### config.mk
export PLATFORM = sky130hd
export DESIGN_NAME = seq_divider
export DESIGN_NICKNAME = d
export VERILOG_FILES = /design/src/rtl/mips_muldiv_pkg.sv /design/src/rtl/div_step.sv /design/src/rtl/seq_divider.sv
export SDC_FILE = /design/constraint.sdc
export NUM_CORES = 1
export LEC_CHECK = 0
export CAP_MARGIN = 15
export CORE_AREA = 3 3 110 217
export DETAILED_ROUTE_END_ITERATION = 10
export DIE_AREA = 0 0 113 220
export PLACE_DENSITY = 0.77
export SLEW_MARGIN = 10
export SYNTH_ARGS = -nofsm -noshare
export SYNTH_HDL_FRONTEND = slang
export SYNTH_SLANG_ARGS = --single-unit
### constraint.sdc
create_clock -name CLK -period 3.6 [get_ports CLK]
set_input_delay 0.54 -clock CLK [delete_from_list [all_inputs] [get_ports CLK]]
set_output_delay 0.54 -clock CLK [all_outputs]
set_load 0.1 [all_outputs]
### src/rtl/mips_muldiv_pkg.sv
// Definitions shared by the HI/LO unit's sequential multiplier and divider.
// Holds the default operand width, the FSM encoding and the divide-by-zero quotient.
package mips_muldiv_pkg;

   localparam int unsigned MulDivWidth    = 32;
   localparam int unsigned MulDivCntWidth = 5;

   localparam logic [1:0] StEncIdle = 2'd0;
   localparam logic [1:0] StEncRun  = 2'd1;
   localparam logic [1:0] StEncFix  = 2'd2;
   localparam logic [1:0] StEncDone = 2'd3;

   typedef enum logic [1:0] {
      StIdle = StEncIdle,
      StRun  = StEncRun,
      StFix  = StEncFix,
      StDone = StEncDone
   } div_state_e;

   localparam logic [MulDivWidth-1:0] DIV0_QUOTIENT = '1;

endpackage

### src/rtl/div_step.sv
// One restoring-division step: shift the next dividend bit into the partial
// remainder and subtract the divisor magnitude when that does not go negative.
module div_step #(
   parameter int unsigned N = 32
) (
   input  logic [N:0]   rem_i,
   input  logic         bit_i,
   input  logic [N-1:0] dvs_i,
   output logic [N:0]   rem_o,
   output logic         q_o
);

   logic [N+1:0] r_shift;
   logic [N+1:0] dvs_ext;

   always_comb begin
      r_shift = {rem_i, bit_i};
      dvs_ext = {2'b00, dvs_i};
      q_o     = (r_shift >= dvs_ext);
      rem_o   = q_o ? (N+1)'(r_shift - dvs_ext) : (N+1)'(r_shift);
   end

endmodule

### src/rtl/seq_divider.sv
// Multi-cycle restoring divider for MIPS DIV/DIVU: quotient to LO, remainder to HI,
// one quotient bit per cycle, START/busy/ready handshake shared with the multiplier.
module seq_divider
   import mips_muldiv_pkg::*;
#(
   parameter int unsigned N = MulDivWidth,
   parameter int unsigned S = MulDivCntWidth
) (
   input  logic         CLK,
   input  logic         RST,
   input  logic         START,
   input  logic         SIGNED,
   input  logic [N-1:0] dividend,
   input  logic [N-1:0] divisor,
   output logic [N-1:0] quotient,
   output logic [N-1:0] remainder,
   output logic         ready,
   output logic         busy,
   output logic         div_by_zero
);

   div_state_e   state_q, state_d;
   logic [S:0]   cnt_q, cnt_d;
   logic [N:0]   rem_q, rem_d;
   logic [N-1:0] qreg_q, qreg_d;
   logic [N-1:0] dvs_q, dvs_d;
   logic         neg_quo_q, neg_quo_d;
   logic         neg_rem_q, neg_rem_d;
   logic         div0_q, div0_d;
   logic [N-1:0] quotient_q, quotient_d;
   logic [N-1:0] remainder_q, remainder_d;
   logic         ready_q, ready_d;
   logic         busy_q, busy_d;
   logic         dbz_q, dbz_d;

   logic [N:0]   step_rem;
   logic         step_bit;
   logic [N-1:0] dvd_mag, dvs_mag;
   logic [N-1:0] quo_fix, rem_fix;

   div_step #(
      .N(N)
   ) u_div_step (
      .rem_i (rem_q),
      .bit_i (qreg_q[N-1]),
      .dvs_i (dvs_q),
      .rem_o (step_rem),
      .q_o   (step_bit)
   );

   always_comb begin
      dvd_mag = (SIGNED && dividend[N-1]) ? -dividend : dividend;
      dvs_mag = (SIGNED && divisor[N-1])  ? -divisor  : divisor;

      // On divide-by-zero qreg still holds the dividend magnitude, so re-applying
      // the dividend sign recovers the raw dividend for HI.
      if (div0_q) begin
         quo_fix = {N{&DIV0_QUOTIENT}};
         rem_fix = neg_rem_q ? -qreg_q : qreg_q;
      end else begin
         quo_fix = neg_quo_q ? -qreg_q : qreg_q;
         rem_fix = neg_rem_q ? -rem_q[N-1:0] : rem_q[N-1:0];
      end
   end

   always_comb begin
      state_d     = state_q;
      cnt_d       = cnt_q;
      rem_d       = rem_q;
      qreg_d      = qreg_q;
      dvs_d       = dvs_q;
      neg_quo_d   = neg_quo_q;
      neg_rem_d   = neg_rem_q;
      div0_d      = div0_q;
      quotient_d  = quotient_q;
      remainder_d = remainder_q;
      ready_d     = ready_q;
      busy_d      = busy_q;
      dbz_d       = dbz_q;

      unique case (state_q)
         StIdle, StDone: begin
         end
         StRun: begin
            rem_d  = step_rem;
            qreg_d = {qreg_q[N-2:0], step_bit};
            cnt_d  = cnt_q - (S+1)'(1);
            if (cnt_q == (S+1)'(1)) begin
               state_d = StFix;
            end
         end
         StFix: begin
            quotient_d  = quo_fix;
            remainder_d = rem_fix;
            dbz_d       = div0_q;
            busy_d      = 1'b0;
            ready_d     = 1'b1;
            state_d     = StDone;
         end
      endcase

      // START wins in every state; an operation in flight is silently discarded.
      if (START) begin
         neg_quo_d = SIGNED & (dividend[N-1] ^ divisor[N-1]);
         neg_rem_d = SIGNED & dividend[N-1];
         qreg_d    = dvd_mag;
         dvs_d     = dvs_mag;
         rem_d     = '0;
         cnt_d     = (S+1)'(N);
         div0_d    = (divisor == '0);
         ready_d   = 1'b0;
         dbz_d     = 1'b0;
         busy_d    = 1'b1;
         state_d   = (divisor == '0) ? StFix : StRun;
      end
   end

   always_ff @(posedge CLK or negedge RST) begin
      if (!RST) begin
         state_q     <= StIdle;
         cnt_q       <= '0;
         rem_q       <= '0;
         qreg_q      <= '0;
         dvs_q       <= '0;
         neg_quo_q   <= 1'b0;
         neg_rem_q   <= 1'b0;
         div0_q      <= 1'b0;
         quotient_q  <= '0;
         remainder_q <= '0;
         ready_q     <= 1'b0;
         busy_q      <= 1'b0;
         dbz_q       <= 1'b0;
      end else begin
         state_q     <= state_d;
         cnt_q       <= cnt_d;
         rem_q       <= rem_d;
         qreg_q      <= qreg_d;
         dvs_q       <= dvs_d;
         neg_quo_q   <= neg_quo_d;
         neg_rem_q   <= neg_rem_d;
         div0_q      <= div0_d;
         quotient_q  <= quotient_d;
         remainder_q <= remainder_d;
         ready_q     <= ready_d;
         busy_q      <= busy_d;
         dbz_q       <= dbz_d;
      end
   end

   assign quotient    = quotient_q;
   assign remainder   = remainder_q;
   assign ready       = ready_q;
   assign busy        = busy_q;
   assign div_by_zero = dbz_q;

endmodule

# Word-level counts from Yosys, hierarchy flattened
# Index checks and enable logic that the tools add are counted.
# W data, S select, Z words.
totals:
  out_inout_bits: 67
  input_bits: 68
  elab_cells: 58
  register_bits: 175
op_classes:
  n_eq_ne: 4
  n_mux: 24
  bitwise: 3
  n_reduce_logical: 7
  order_cmp: 1
  addsub: 6
op_table:
  columns: ["op", "n"]
  rows:
  - ["$mux W32", 9]
  - ["$neg A32 Y32", 4]
  - ["$mux W33", 3]
  - ["$ge A34 B32 Y1", 1]
  - ["$sub A33 B32 Y33", 1]
  - ["$logic_not A32 Y1", 1]
  - ["$mux W6", 2]
  - ["$eq A6 B1 Y1 const B", 1]
  - ["$mux W1", 6]
  - ["$mux W2", 3]
  - ["$sub A6 B1 Y6 const B", 1]
  - ["$pmux W2 S2", 1]
  - ["$reduce_bool A2 Y1", 2]
  - ["$ne A3 B3 Y1 const B", 1]
  - ["$reduce_bool A3 Y1", 1]
  - ["$and A1 B1 Y1", 2]
  - ["$eq A2 B1 Y1 const B", 1]
  - ["$eq A2 B2 Y1 const B", 1]
  - ["$logic_and A1 B1 Y1", 2]
  - ["$reduce_and A2 Y1", 1]
  - ["$xor A1 B1 Y1", 1]

# Longest topological paths before layout
# Gate-level depths: netlist of the first run.
logic_depth:
  depth_word: 4
  ltp_mapped: 14
  depth_no_buf: 13

# Cells and area by module
# Synthesis of the first run repeated with hierarchy kept, for this count alone.
unflattened:
  hier_cells: 1526
  hier_area_um2: 12841.1
modules_own_cells:
  columns: ["module", "n_inst", "cells_each", "area_each_um2", "seq_area_each_um2"]
  rows:
  - ["seq_divider", 1, 1204, 10488.8, 4379.2]
  - ["div_step", 1, 322, 2352.3, 0.0]

# Worst setup path before layout of the first run
# Ideal clock, no wire load.
synth_path:
  path_type: "reg-to-reg"
  from: "reg qreg_q[31]"
  to: "reg rem_q[28]"
  stages_incl_launch_ff: 14
  synth_period_minus_slack_ps: 3333
  setup_slack_ps: 267
  setup_time_ps: 99
  required_ps: 3501
  path_buffers: 0
  arrival_ps: 3234
  cell_sequence: "dfrtp_1 > inv_1 > ha_1 > inv_1 > fa_1 > a21o_1 > a311o_1 > a21oi_1 > o21ba_2 > a21boi_0 > a211oi_1 > or3_1 > mux2_2 > a311oi_1"
synth_via:
  elab_chain_len: 4
  word_cells_on_any_way: 5
  cone_classes: "1 x add/sub; 1 x order compare; 3 x mux"
synth_lines:
  columns: ["element", "line", "text"]
  rows:
  - ["from (decl)", "seq_divider.sv:25", "logic [N-1:0] qreg_q, qreg_d;"]
  - ["from (signal assigned)", "seq_divider.sv:137", "qreg_q <= qreg_d;"]
  - ["$sub A33 B32 Y33 / $ge A34 B32 Y1 (equally long branches)", "div_step.sv:20, div_step.sv:19", null]
  - ["$mux W33 (*)", "div_step.sv:20", "rem_o = q_o ? (N+1)'(r_shift - dvs_ext) : (N+1)'(r_shift);"]
  - ["$mux W33 (*)", "seq_divider.sv:81", "unique case (state_q)"]
  - ["$mux W33 (*)", "seq_divider.sv:103", "if (START) begin"]
  - ["to (signal assigned)", "seq_divider.sv:136", "rem_q <= rem_d;"]
  - ["to (decl)", "seq_divider.sv:24", "logic [N:0] rem_q, rem_d;"]
# Every way passes the cells marked *; elsewhere a longest branch is shown, timed or not. The select of a mux whose other input is x is not followed.
# A chain may end at the register's enable or synchronous reset.

# Worst setup path in the final report of the first run
# Same ends and word-level chain as after synthesis.

==> results by stage, run 1 <==
Timing:
- The number of max-slew violations in the final report is 0.
- The share of the clock period used by the worst path after layout is 94.4%.
- The smallest hold slack is 0.109 ns.
- Setup violations remaining at the end of the flow were counted as 0.
- The achievable frequency is between 0.2 and 0.3 GHz.
- The final worst clock skew is 0.00951 ns.
- The transition time of the tightest slew-check pin is between 1 and 1.5 ns.
- In the final timing run, aggregate negative setup slack is 0 ns.
- Setup repair after global routing left no endpoint under its margin.
- In this run the tightest slew margin relative to its limit is around a quarter.
- The final number of hold-violating endpoints is 0.
- The final critical delay including setup and external delays is 3.40 ns.
- Once routing completed, OpenROAD measured the worst setup slack at 0.200 ns.

Critical path:
- In this design, the critical path's most frequently occurring cell is sky130_fd_sc_hd__inv_1.
- Along the worst path, the maximum fanout reaches 2.
- The worst setup path is launched from a flop.
- Traced cell by cell, the critical path runs through inv_1 > ha_1 > inv_1 > fa_1 > a21o_1 > a311o_1 > a21oi_1 > o21ba_2 > a21boi_0 > a211oi_1 > or3_1 > mux2_2 > a311oi_1.
- For this run, the slowest stage of the critical path takes around 0.4 ns.
- The worst setup path is captured at a flop.
- At the worst endpoint, the required time is approximately 4.0 ns.
- The worst setup path is of the flop to flop kind.
- At the worst endpoint, the arrival time is ~3.8 ns.
- The library cell contributing the largest single delay on the critical path is sky130_fd_sc_hd__a211oi_1.
- The worst reg2reg path depth is 13.

CTS:
- The number of gates given a new drive strength after cts is 0.
- Clock-pin slew was measured on the worst setup and hold paths at 0.06 ns.
- The count of hold buffers inserted by post-cts repair is 0.
- The number of clock buffers added by TritonCTS is 17.
- The number of post-CTS setup repair buffers is 0.
- The tree is rooted in a sky130_fd_sc_hd__clkbuf_16.
- CTS saw around 180 sinks.
- The clock passes through at most 2 buffers.
- TritonCTS built the clock tree.
- The H-tree was split into 4 levels.
- The worst-skew pair later-pin latency is about 0.44 ns.

Floorplanning:
- The core area is approximately 22000 um2.
- The top-level I/O count is roughly 140.
- The overall die height is 220 um.
- The floorplan step set the die width to 113 um.
- The die covers 24900 um2.
- In this run the core area contains 77 standard-cell rows.
- The initial core utilization is 54.6%.

Synth:
- After synthesis, the cell types taking the most area are sky130_fd_sc_hd__dfrtp_1 36%, sky130_fd_sc_hd__nand2_1 7.3%, sky130_fd_sc_hd__xnor2_1 7.1%, sky130_fd_sc_hd__a21oi_1 6.1%, sky130_fd_sc_hd__xor2_1 5.7%.
- By area, the combinational part of the netlist is dominated by compound AO/OA/AOI/OAI gates.
- The cell area after synthesis is 12200 um2.
- After synthesis, flip-flops and latches occupy 35.9% of the total area.
- The biggest area contributor in the post-synthesis netlist is sky130_fd_sc_hd__dfrtp_1.
- The synthesized netlist devotes 19.1% of its cell area to simple gates.
- The number of nets handed over by synthesis was around 1.6k.
- Counting every instance in the synthesized netlist gives 1510.
- The multiplexer fraction of the synthesized cell area is 3.68%.
- Yosys printed 0 warnings.
- Summing the areas of all fa, ha and maj instances in the mapped netlist gives around 4.1% of the synthesized area.
- The number of different library cells used by synthesis comes to 70.
- The number of enable flip-flop cells after synthesis is 0.
- The parity-gate share of the synthesized area counting xor and xnor cells is 12.8%.
- The post-synthesis average cell area is 8.09 um2.
- In the synthesized netlist the async set-or-reset flop fraction comes to 100%.
- The number of storage elements in the synthesis netlist is 175.
- The dominant register cell in the synthesized netlist is sky130_fd_sc_hd__dfrtp_1.
- The synthesized netlist devotes 19.9% of its cell area to compound gates.
- The area fraction of the dominant cell type after synthesis is 35.9%.

Pwr:
- The clock network fraction of total power is 19.5%.
- The leakage power figure is 6.31 nW.
- The net switching power is 4.74 mW.
- The power after layout is 10.1 mW.
- The worst supply voltage drop on vdd is 0.505 mV.
- The share of total power dissipated in sequential elements is between 20 and 30%.
- The combinational power share is 51.6%.
- The total power density per cell area is 692 nW/um2.
- The internal power is 5.35 mW.
- The switching share of power is between 40% and 50%.

Detailed routing:
- The post-detailed-route count of antenna-violating nets is 0.
- The first-iteration detailed-routing DRC count is 820.
- The wire length after detailed routing is 32.8 mm.
- The number of remaining DRC errors is 0.
- Dividing the detail-routed via count by the number of cells gives 5.81.
- The first-pass iteration count of the detailed router is 5.
- The via total after detailed routing is 11.1k.
- The average routed wire per standard cell is 17.2 um.

Global route:
- The remaining global-route overflow is 0.
- The global routing stage identified its most utilized layer as met2.
- The met3 usage is 3.71%.
- The global-route track usage on met1 is 29.6%.
- In the global route stage, met2 resource usage came out at 50.5%.
- The global routing usage summed across all routing layers is 27.0%.
- The wire length of the first global-routing pass is 54.6 mm.
- Entering global routing, the biggest net connects between 70 and 80 pins.
- The number of global-route vias before repair was 11.3k.
- The number of antenna violations at the first check in global routing is 0.

Place:
- Input and output buffers added on the ports amount to 134.
- Counting tap cells, the placed design contains a total of 1875 instances.
- At the placement stage, the worst setup path has a slack of -0.0825 ns.
- Detailed placement finished with a half-perimeter wire length of between 20 and 25 mm.
- The final weighted congestion of routability-driven global placement is slightly below 1.
- In this run the cell area measured after placement is approximately 14000 um2.

Finish:
- The layout filler cell count is 1943.
- The final instance area is 14600 um2.
- The number of standard cells in the layout, taps in and fillers out is 1905.
- The ratio of cells with drive above 1 in the final layout is 6.81%.
- The core utilization of the finished layout is 65.3%.
- From synthesis to final layout, the design area changed by 19.4%.
- The number of nets in the finished design is approximately 1.7k.
- The total inserted antenna cells is 0.

Run:
- The max-cap check violation count is 0.

Outcome:
- The run finished with clean final reports.

Min path:
- The tightest min-delay check is of the input port to async pin type.
==> final cells by class <==
class / count / area [um2] / area share, %
clock buffers: 19 / 453 / 3.11
clock inverters: 11 / 165 / 1.13
inverters: 58 / 218 / 1.49
multi-input cells: 1183 / 7280 / 49.9
flip-flops and latches: 175 / 4380 / 30.0
well taps: 276 / 345 / 2.37
repair buffers: 183 / 1750 / 12.0
==> worst max-delay path, delay by kind of cell (launching register included) <==
kind | cells | cell delay [ns]
buffers and inverters | 2 | 0.14
adders and majority gates | 2 | 0.56
DFF | 1 | 0.38
muxes | 1 | 0.33
and+or+nand+nor | 1 | 0.17
AOI/OAI and AO/OA | 7 | 1.73
==> synthesized netlist by cell type (11+ instances only) <==
library cell               number
sky130_fd_sc_hd__buf_1         14
sky130_fd_sc_hd__a21o_1        11
sky130_fd_sc_hd__and3_1        13
sky130_fd_sc_hd__nor3_1        22
sky130_fd_sc_hd__or3_1         16
sky130_fd_sc_hd__mux2i_1       37
sky130_fd_sc_hd__xor2_1        79
sky130_fd_sc_hd__nor2_1       132
sky130_fd_sc_hd__clkbuf_1      77
sky130_fd_sc_hd__dfrtp_1      175
sky130_fd_sc_hd__o31ai_1       27
sky130_fd_sc_hd__a31oi_1       12
sky130_fd_sc_hd__a311oi_1      15
sky130_fd_sc_hd__a21oi_1      150
sky130_fd_sc_hd__nand2_1      239
sky130_fd_sc_hd__nand3_1       13
sky130_fd_sc_hd__o21ai_0      137
sky130_fd_sc_hd__nor4_1        13
sky130_fd_sc_hd__nand2b_1      14
sky130_fd_sc_hd__or4_1         11
sky130_fd_sc_hd__ha_1          38
sky130_fd_sc_hd__inv_1         58
sky130_fd_sc_hd__xnor2_1       99
==> logic make-up (layout without fill, tap and decap cells) <==
family,Yosys count,count (layout)
fa+ha+maj,39,39
xor+xnor,178,178
simple gates,513,513
buf+inv,152,271
mux,43,43
flops,175,175
compound gates,410,410
==> routing by layer <==
metal | vias to the layer above | wire, um
met5 | - | 0
met1 | 5210 | 12500
met3 | 86 | 1310
met4 | 0 | 1360
li1 | 5438 | -
met2 | 326 | 17600
==> state kept, by name (all words and copies together), names as in the netlist, 2 cells and up <==
register   flops
quotient      32
remainder     32
state_q        2
qreg_q        32
dvs_q         32
rem_q         33
cnt_q          6
==> power groups by stage <==
| stage | Clock (mW) | Sequential (mW) | Combinational [mW] |
|---|---|---|---|
| 6_report | 1.97 | 2.92 | 5.20 |
| 5_1_grt | 2.06 | 2.98 | 5.63 |
| 4_1_cts | 1.99 | 2.91 | 5.21 |
| 3_5_place_dp | 0 | 2.94 | 5.19 |
| 3_3_place_gp | 0 | 2.92 | 5.10 |
| 2_1_floorplan | 0 | 4.30 | 2.41 |
==> worst paths after layout <==
path,start,to,slack (ns)
worst max register to register,qreg_q[31],rem_q[28],0.20
worst min register to register,busy,busy,0.48
max in group asynchronous,RST,qreg_q[17],2.58
min in group CLK,busy,busy,0.48
worst max-delay path,qreg_q[31],rem_q[28],0.20
worst min-delay path,RST,qreg_q[24],0.11
==> cell usage in the layout (no fill, tap or decap), types with 22 or more instances in the layout <==
cell type and count:
sky130_fd_sc_hd__nor2_1 131, sky130_fd_sc_hd__ha_1 38, sky130_fd_sc_hd__xnor2_1 99, sky130_fd_sc_hd__dfrtp_1 174
sky130_fd_sc_hd__nand2_1 239, sky130_fd_sc_hd__nor3_1 22, sky130_fd_sc_hd__mux2i_1 37, sky130_fd_sc_hd__o31ai_1 27
sky130_fd_sc_hd__xor2_1 79, sky130_fd_sc_hd__buf_4 47, sky130_fd_sc_hd__inv_1 58, sky130_fd_sc_hd__clkdlybuf4s50_1 132
sky130_fd_sc_hd__a21oi_1 150, sky130_fd_sc_hd__o21ai_0 137
No activity file was read; power rests on OpenSTA's default activity.
==> run 2, diff against run 1 <==
--- a/config.mk
+++ b/config.mk
@@ -7,9 +7,10 @@
 export LEC_CHECK = 0
 export CAP_MARGIN = 15
 export CORE_AREA = 3 3 110 217
+export CTS_BUF_LIST = sky130_fd_sc_hd__clkbuf_4 sky130_fd_sc_hd__clkbuf_8 sky130_fd_sc_hd__clkbuf_16
 export DETAILED_ROUTE_END_ITERATION = 10
 export DIE_AREA = 0 0 113 220
-export PLACE_DENSITY = 0.77
+export PLACE_DENSITY = 0.75
 export SLEW_MARGIN = 10
 export SYNTH_ARGS = -nofsm -noshare
 export SYNTH_HDL_FRONTEND = slang
==> results by stage, run 2 (synthesized netlist as in run 1, its figures left out) <==
Pwr:
- The clock network fraction of total power is 18.1% (-1.4 points).
- The leakage power figure is 6.29 nW (-0.33%).
- The net switching power is 4.74 mW (about the same).
- The power after layout was 9.94 mW (-1.5%).
- The worst supply voltage drop on vdd was 0.592 mV (+17%).
- The internal power is 5.20 mW (-2.8%).
- The total power density per cell area is 684 nW/um2 (-1.1%).
- The relative contribution of sequential cells to total power is 29.3% (+0.4 points).
- The switching share of power is 47.7% (+0.70 points).
- The combinational power share is 52.6% (+1.0 points).

Run:
- The max-cap check violation count was 0 (unchanged).

Finish:
- The total inserted antenna cells is 0 (unchanged).
- The core utilization of the finished layout is 65.0% (-0.25 points).
- The multi-input combinational cell area is 7290 um2 (+0.19%).
- The area growth from synthesis to layout is 19.0%.
- The largest register by flop count is rem_q.
- The flip-flop count of the largest register after layout is 33 (unchanged).
- The library cell used most frequently in the layout, excluding fill and tap cells, is sky130_fd_sc_hd__nand2_1.
- The number of nets in the finished design is 1724 (-0.058%).
- The ratio of cells with drive above 1 in the final layout was 6.94% (+0.13 points).
- The layout filler cell count was 1933 (-0.51%).
- The storage element area is 4380 um2 (unchanged).
- In the layout the commonest cells are 239 x sky130_fd_sc_hd__nand2_1, 174 x sky130_fd_sc_hd__dfrtp_1, 149 x sky130_fd_sc_hd__a21oi_1.

Global route:
- The wire length of the first global-routing pass was 53.8 mm (-1.5%).
- The number of global-route vias before repair is 11.1k (-1.6%).
- The remaining global-route overflow was 0 (unchanged).
- The global routing usage summed across all routing layers is 26.7% (-0.32 points).
- The maximum number of pins on one net before global-route repair is 72 (-1.4%).
- The number of antenna violations at the first check in global routing was 0 (unchanged).

Timing:
- The final critical delay including setup and external delays is 3.41 ns (+0.00572 ns).
- The final count of negative-setup-slack endpoints is 0 (unchanged).
- The transition time of the tightest slew-check pin is 1.15 ns (+0.00370 ns).
- The number of max-slew violations in the final report is 0 (unchanged).
- The final worst clock skew is 0.00671 ns (-0.00280 ns).
- The smallest hold slack came to 0.0208 ns (-0.0883 ns).
- The normalized max-slew margin came to 23.5% (-0.25 points).
- The final worst slack is 0.194 ns (-0.00572 ns).
- The final number of hold-violating endpoints came to 0 (unchanged).
- The achievable frequency came to 0.294 GHz (-0.17%).
- Setup repair after global routing left no endpoint under its margin.
- The share of the clock period used by the worst path after layout is 94.6% (+0.16 points).

Place:
- The final weighted congestion of routability-driven global placement is 0.942 (-3.4%).
- The total of buffers placed on input and output ports is 134 (unchanged).
- The worst-case setup slack after placement is -0.0935 ns (-0.0109 ns).
- The post-detailed-placement half-perimeter wirelength came to 24.5 mm (-0.59%).

Floorplanning:
- The die width is 113 um (unchanged).
- The overall die height is 220 um (unchanged).
- The initial core utilization is 54.6% (unchanged).
- The die outline area is 24900 um2 (unchanged).
- The top-level I/O count was 135 (unchanged).
- The core area is 22400 um2 (unchanged).
- The cell row count is 77 (unchanged).

Min path:
- The min-delay analysis places its worst path in the category input port to async pin.

Critical path:
- The worst reg2reg path depth came to 14 (+1).
- STA classifies the critical path startpoint as a flop.
- The largest fanout of any net on the critical path is 2 (unchanged).
- The arrival time reported for the critical path endpoint is 3.75 ns (about the same).
- The category of the worst setup path capture point is a flop.
- The worst path required time is 3.95 ns (about the same).
- The worst setup path is of the flop to flop kind.

CTS:
- The post-CTS clock slew at the launch and capture registers of the worst setup and hold paths is 0.07 ns (about the same).
- The TritonCTS clock tree is done.
- The number of clock sinks seen by CTS is 175 (unchanged).
- The maximum count of clock buffers along a single path is 2 (unchanged).
- The cell sitting at the root of the clock tree is a sky130_fd_sc_hd__clkbuf_16.
- The worst-skew pair later-pin latency is 0.44 ns (about the same).
- The level count of the clock H-tree was 4 (unchanged).
- The count of hold buffers inserted by post-cts repair was 0 (unchanged).
- The number of buffers created by CTS came to 17 (unchanged).

Detailed routing:
- The number of remaining DRC errors was 0 (unchanged).
- The average routed wire per standard cell is 17.2 um (+0.10%).
- The via total after detailed routing is 11.1k (+0.63%).
- The post-detailed-route count of antenna-violating nets is 0 (unchanged).
- The wire length after detailed routing is 32.8 mm (about the same).
- The first-pass iteration count of the detailed router came to 5 (unchanged).
- The number of vias per cell after detailed routing is 5.85 (+0.69%).
- The first-iteration detailed-routing DRC count came to 816 (-0.49%).

Outcome:
- The run finished with clean final reports.
run 2: what timing repair did:
item	CTS	global route
setup buffers	0	0
endpoints found under the hold margin	0	0
endpoints found under the setup margin	0	14
resized for setup	0	4
run 2: layer usage:
metal | vias up | wire (um) | GRT usage (%)
li1 | 5433 | - | -
met1 | 5252 | 12600 | 28.9
met2 | 362 | 17500 | 50.3
met3 | 83 | 1410 | 4.15
met4 | 0 | 1260 | 11.9
met5 | - | 0 | 0
run 2: final timing paths:
path | slack [ns] | startpoint | to
max | 0.19 | qreg_q[31] | rem_q[28]
min | 0.02 | RST | quotient[6]
max reg2reg | 0.19 | qreg_q[31] | rem_q[28]
min reg2reg | 0.48 | busy | busy
max in group asynchronous | 2.79 | RST | dvs_q[30]
min in group CLK | 0.48 | busy | busy
run 2: metrics by stage:
step / setup TNS, ns / area (um2) / std cells
after detailed placement: -0.0935 / 14000 / 1874
after CTS: 0 / 14500 / 1904
final: 0 / 14500 / 1904
after floorplan: 0 / 12200 / 1510
after global placement: -0.0761 / 14000 / 1874
after global routing: 0 / 14500 / 1904
run 2: final cells by class:
class,count,share of cell area [%]
well taps,276,2.38
clock buffers,24,3.42
multi-input cells,1183,50.2
repair buffers,182,12.0
inverters,58,1.50
flip-flops and latches,175,30.1
clock inverters,6,0.413
run 2: critical path, cell delays in order (launching register included):
cell	delay, ns
sky130_fd_sc_hd__dfrtp_1	0.38
sky130_fd_sc_hd__inv_1	0.08
sky130_fd_sc_hd__ha_1	0.17
sky130_fd_sc_hd__inv_1	0.05
sky130_fd_sc_hd__fa_1	0.39
sky130_fd_sc_hd__a21o_1	0.21
sky130_fd_sc_hd__a311o_1	0.38
sky130_fd_sc_hd__a21oi_2	0.17
sky130_fd_sc_hd__o21ba_2	0.19
sky130_fd_sc_hd__a21boi_0	0.17
sky130_fd_sc_hd__a211oi_2	0.31
sky130_fd_sc_hd__buf_4	0.15
sky130_fd_sc_hd__or3_1	0.09
sky130_fd_sc_hd__mux2_2	0.32
sky130_fd_sc_hd__a311oi_1	0.25
run 2: power groups by stage:
stage | Combinational (mW) | Sequential [mW] | Clock [mW]
after floorplan | 2.41 | 4.30 | 0
after global placement | 5.11 | 2.92 | 0
after detailed placement | 5.19 | 2.94 | 0
after CTS | 5.21 | 2.90 | 1.83
after global routing | 5.63 | 2.98 | 1.90
final | 5.23 | 2.91 | 1.80
==> run 3, diff against run 2 <==
--- a/config.mk
+++ b/config.mk
@@ -5,7 +5,7 @@
 export SDC_FILE = /design/constraint.sdc
 export NUM_CORES = 1
 export LEC_CHECK = 0
-export CAP_MARGIN = 15
+export CAP_MARGIN = 20
 export CORE_AREA = 3 3 110 217
 export CTS_BUF_LIST = sky130_fd_sc_hd__clkbuf_4 sky130_fd_sc_hd__clkbuf_8 sky130_fd_sc_hd__clkbuf_16
 export DETAILED_ROUTE_END_ITERATION = 10
==> constraint.sdc (replaced) <==
create_clock -name CLK -period 3.7 [get_ports CLK]
set_input_delay 0.555 -clock CLK [delete_from_list [all_inputs] [get_ports CLK]]
set_output_delay 0.555 -clock CLK [all_outputs]
set_load 0.1 [all_outputs]
==> results by stage, run 3 (synthesized netlist as in run 1, its figures left out) <==
Pwr:
- The net switching power is 4.59 mW (-3.0%).
- The relative contribution of sequential cells to total power is 29.0% (-0.3 points).
- The combinational power share is 52.0% (-0.6 points).
- The total power density per cell area is 670 nW/um2 (-2.0%).
- The clock network fraction of total power is 19.0% (+0.9 points).
- The leakage power figure was 6.30 nW (+0.21%).
- The worst supply voltage drop on vdd came to 0.601 mV (+1.6%).
- The internal power is 5.17 mW (-0.69%).
- The switching share of power is 47.1% (-0.60 points).

Finish:
- Counting flops per register, the top entry is rem_q.
- The total inserted antenna cells is 0 (unchanged).
- Leaving out fill and tap cells, the most frequent cells in the layout are 239 x sky130_fd_sc_hd__nand2_1, 174 x sky130_fd_sc_hd__dfrtp_1, 150 x sky130_fd_sc_hd__a21oi_1.
- The storage element area came to 4380 um2 (unchanged).
- The layout filler cell count is 1944 (+0.57%).
- The flip-flop count of the largest register after layout is 33 (unchanged).
- The area growth from synthesis to layout is 19.2%.
- The number of nets in the finished design came to 1721 (-0.17%).
- The multi-input combinational cell area is 7280 um2 (-0.19%).
- The ratio of cells with drive above 1 in the final layout is 6.70% (-0.24 points).
- The library cell used most frequently in the layout, excluding fill and tap cells, is sky130_fd_sc_hd__nand2_1.
- The number of standard cells in the layout, taps in and fillers out is 1903 (-0.053%).
- The core utilization of the finished layout is 65.1% (+0.11 points).

Detailed routing:
- The first-pass iteration count of the detailed router is 6 (+1).
- The met3 wire length came to 1.34 mm (-4.9%).
- The number of remaining DRC errors was 0 (unchanged).
- The number of vias per cell after detailed routing is 5.85 (about the same).
- The wire length after detailed routing was 32.8 mm (about the same).
- After detailed routing, no signal wire sits above met4.
- The average routed wire per standard cell was 17.2 um (+0.14%).
- The sum of met2 wire segment lengths after detailed routing is 17.4 mm (-0.66%).
- The detailed-route wire length on metal 1 came to 12.6 mm (about the same).
- The first-iteration detailed-routing DRC count is 697 (-15%).
- The via total after detailed routing is 11.1k (+0.036%).
- The post-detailed-route count of antenna-violating nets is 0 (unchanged).

Global route:
- The number of global-route vias before repair is 11.1k (+0.18%).
- The wire length of the first global-routing pass is 53.8 mm (about the same).
- The maximum number of pins on one net before global-route repair is 68 (-5.6%).
- The global routing usage summed across all routing layers is 26.8% (+0.075 points).
- The number of antenna violations at the first check in global routing is 0 (unchanged).
- The remaining global-route overflow is 0 (unchanged).

Timing:
- The number of max-slew violations in the final report was 0 (unchanged).
- The final critical delay including setup and external delays is 3.47 ns (+0.0598 ns).
- The final number of hold-violating endpoints is 0 (unchanged).
- The normalized max-slew margin was 33.0% (+9.5 points).
- The achievable frequency is 0.289 GHz (-1.7%).
- The final count of negative-setup-slack endpoints is 0 (unchanged).
- The final setup TNS came to 0 ns (unchanged).
- Setup repair after global routing left no endpoint under its margin.
- The share of the clock period used by the worst path after layout is 93.7% (-0.94 points).
- The final worst clock skew is 0.0114 ns (+0.00468 ns).
- The transition time of the tightest slew-check pin was 1.00 ns (-0.146 ns).

Critical path:
- The setup path with the least slack is of type flop to flop.
- By instance count, the cell type seen most on the critical path is sky130_fd_sc_hd__inv_1.
- The worst reg2reg path depth is 14 (unchanged).
- STA classifies the critical path startpoint as a flop.
- Traced cell by cell, the critical path runs through inv_1 > ha_1 > inv_1 > fa_1 > a21o_1 > a311o_1 > a21oi_1 > o21ba_2 > a21boi_0 > a211oi_1 > buf_4 > or3_1 > mux2_2 > a311oi_1.
- The highest cell delay on the worst timing path is 0.40 ns (about the same).
- The library cell contributing the largest single delay on the critical path is sky130_fd_sc_hd__fa_1.
- The worst path required time was 4.05 ns (+0.10 ns).
- The category of the worst setup path capture point is a flop.
- The largest fanout of any net on the critical path is 3 (+1).
- The arrival time reported for the critical path endpoint came to 3.82 ns (+0.07 ns).

Min path:
- The type of the most critical hold path is input port to async pin.

CTS:
- The level count of the clock H-tree is 4 (unchanged).
- The maximum count of clock buffers along a single path is 2 (unchanged).
- The TritonCTS clock tree is done.
- The worst-skew pair later-pin latency is 0.46 ns (+0.02 ns).
- The count of hold buffers inserted by post-cts repair is 0 (unchanged).
- In this run the clock root is driven by a sky130_fd_sc_hd__clkbuf_16.
- The post-CTS clock slew at the launch and capture registers of the worst setup and hold paths is 0.06 ns (about the same).
- The number of clock sinks seen by CTS is 175 (unchanged).
- The number of buffers created by CTS is 17 (unchanged).

Outcome:
- The flow ran to the end, and the final reports show no timing, DRC or antenna violations.

Place:
- The number of instances in the placed design is 1869 (-0.27%).
- The total of buffers placed on input and output ports was 134 (unchanged).
- The post-detailed-placement half-perimeter wirelength is 24.3 mm (-0.97%).
- The final weighted congestion of routability-driven global placement is 0.933 (-1.0%).

Floorplanning:
- The die width is 113 um (unchanged).
- The overall die height is 220 um (unchanged).
- The die outline area is 24900 um2 (unchanged).
- The initial core utilization came to 54.6% (unchanged).
- The cell row count is 77 (unchanged).
- The core area is 22400 um2 (unchanged).
- The top-level I/O count is 135 (unchanged).

Run:
- The max-cap check violation count is 0 (unchanged).
==> run 3: per-layer routing <==
metal	vias up	GRT usage, %
li1	5431	-
met1	5258	29.4
met2	349	49.0
met3	96	4.20
met4	0	13.8
met5	-	0
==> run 3: final cells by class <==
cell class	instances	share of cell area [%]
well taps	276	2.37
inverters	58	1.50
clock inverters	5	0.533
repair buffers	179	11.9
multi-input cells	1183	50.0
clock buffers	27	3.61
flip-flops and latches	175	30.1
==> run 3: repair_timing <==
item                                    in CTS  in global routing
endpoints found under the setup margin       0                  4
gates resized for setup                      0                  1
setup buffers                                0                  0
==> run 3: worst max-delay path: cells and delay by family, from the launching register on <==
kind,cells,cell delay (ns)
flip-flops,1,0.38
AND/OR/NAND/NOR,1,0.10
AO/OA/AOI/OAI,7,1.69
adder cells (fa/ha/maj),2,0.57
buffers and inverters,3,0.30
multiplexers,1,0.32
==> run 3: metrics by stage <==
| stage | setup slack, ns | area (um2) | total power, mW | hold slack (ns) |
|---|---|---|---|---|
| 6_report | 0.235 | 14600 | 9.76 | 0.0824 |
| 4_1_cts | 0.259 | 14500 | 9.77 | 0.0976 |
| 2_1_floorplan | 0.367 | 12200 | 6.52 | 0.259 |
| 3_3_place_gp | -0.00808 | 13900 | 7.80 | 0.464 |
| 3_5_place_dp | -0.0340 | 13900 | 7.89 | 0.466 |
| 5_1_grt | 0.0563 | 14600 | 10.3 | 0.124 |
==> run 3: worst paths after layout <==
kind	start	end	slack (ns)
setup / recovery	qreg_q[31]	rem_q[28]	0.23
hold reg to reg	remainder[25]	remainder[25]	0.48
setup reg to reg	qreg_q[31]	rem_q[28]	0.23
hold / removal	RST	quotient[8]	0.08
min in group CLK	remainder[25]	remainder[25]	0.48
max in group asynchronous	RST	rem_q[30]	2.77
==> run 3: power by group through the flow <==
| stage | Combinational, mW | Sequential (mW) | Clock [mW] |
|---|---|---|---|
| 6_report | 5.08 | 2.83 | 1.85 |
| 5_1_grt | 5.47 | 2.89 | 1.96 |
| 4_1_cts | 5.05 | 2.84 | 1.88 |
| 3_5_place_dp | 5.02 | 2.87 | 0 |
| 3_3_place_gp | 4.95 | 2.85 | 0 |
| 2_1_floorplan | 2.34 | 4.18 | 0 |
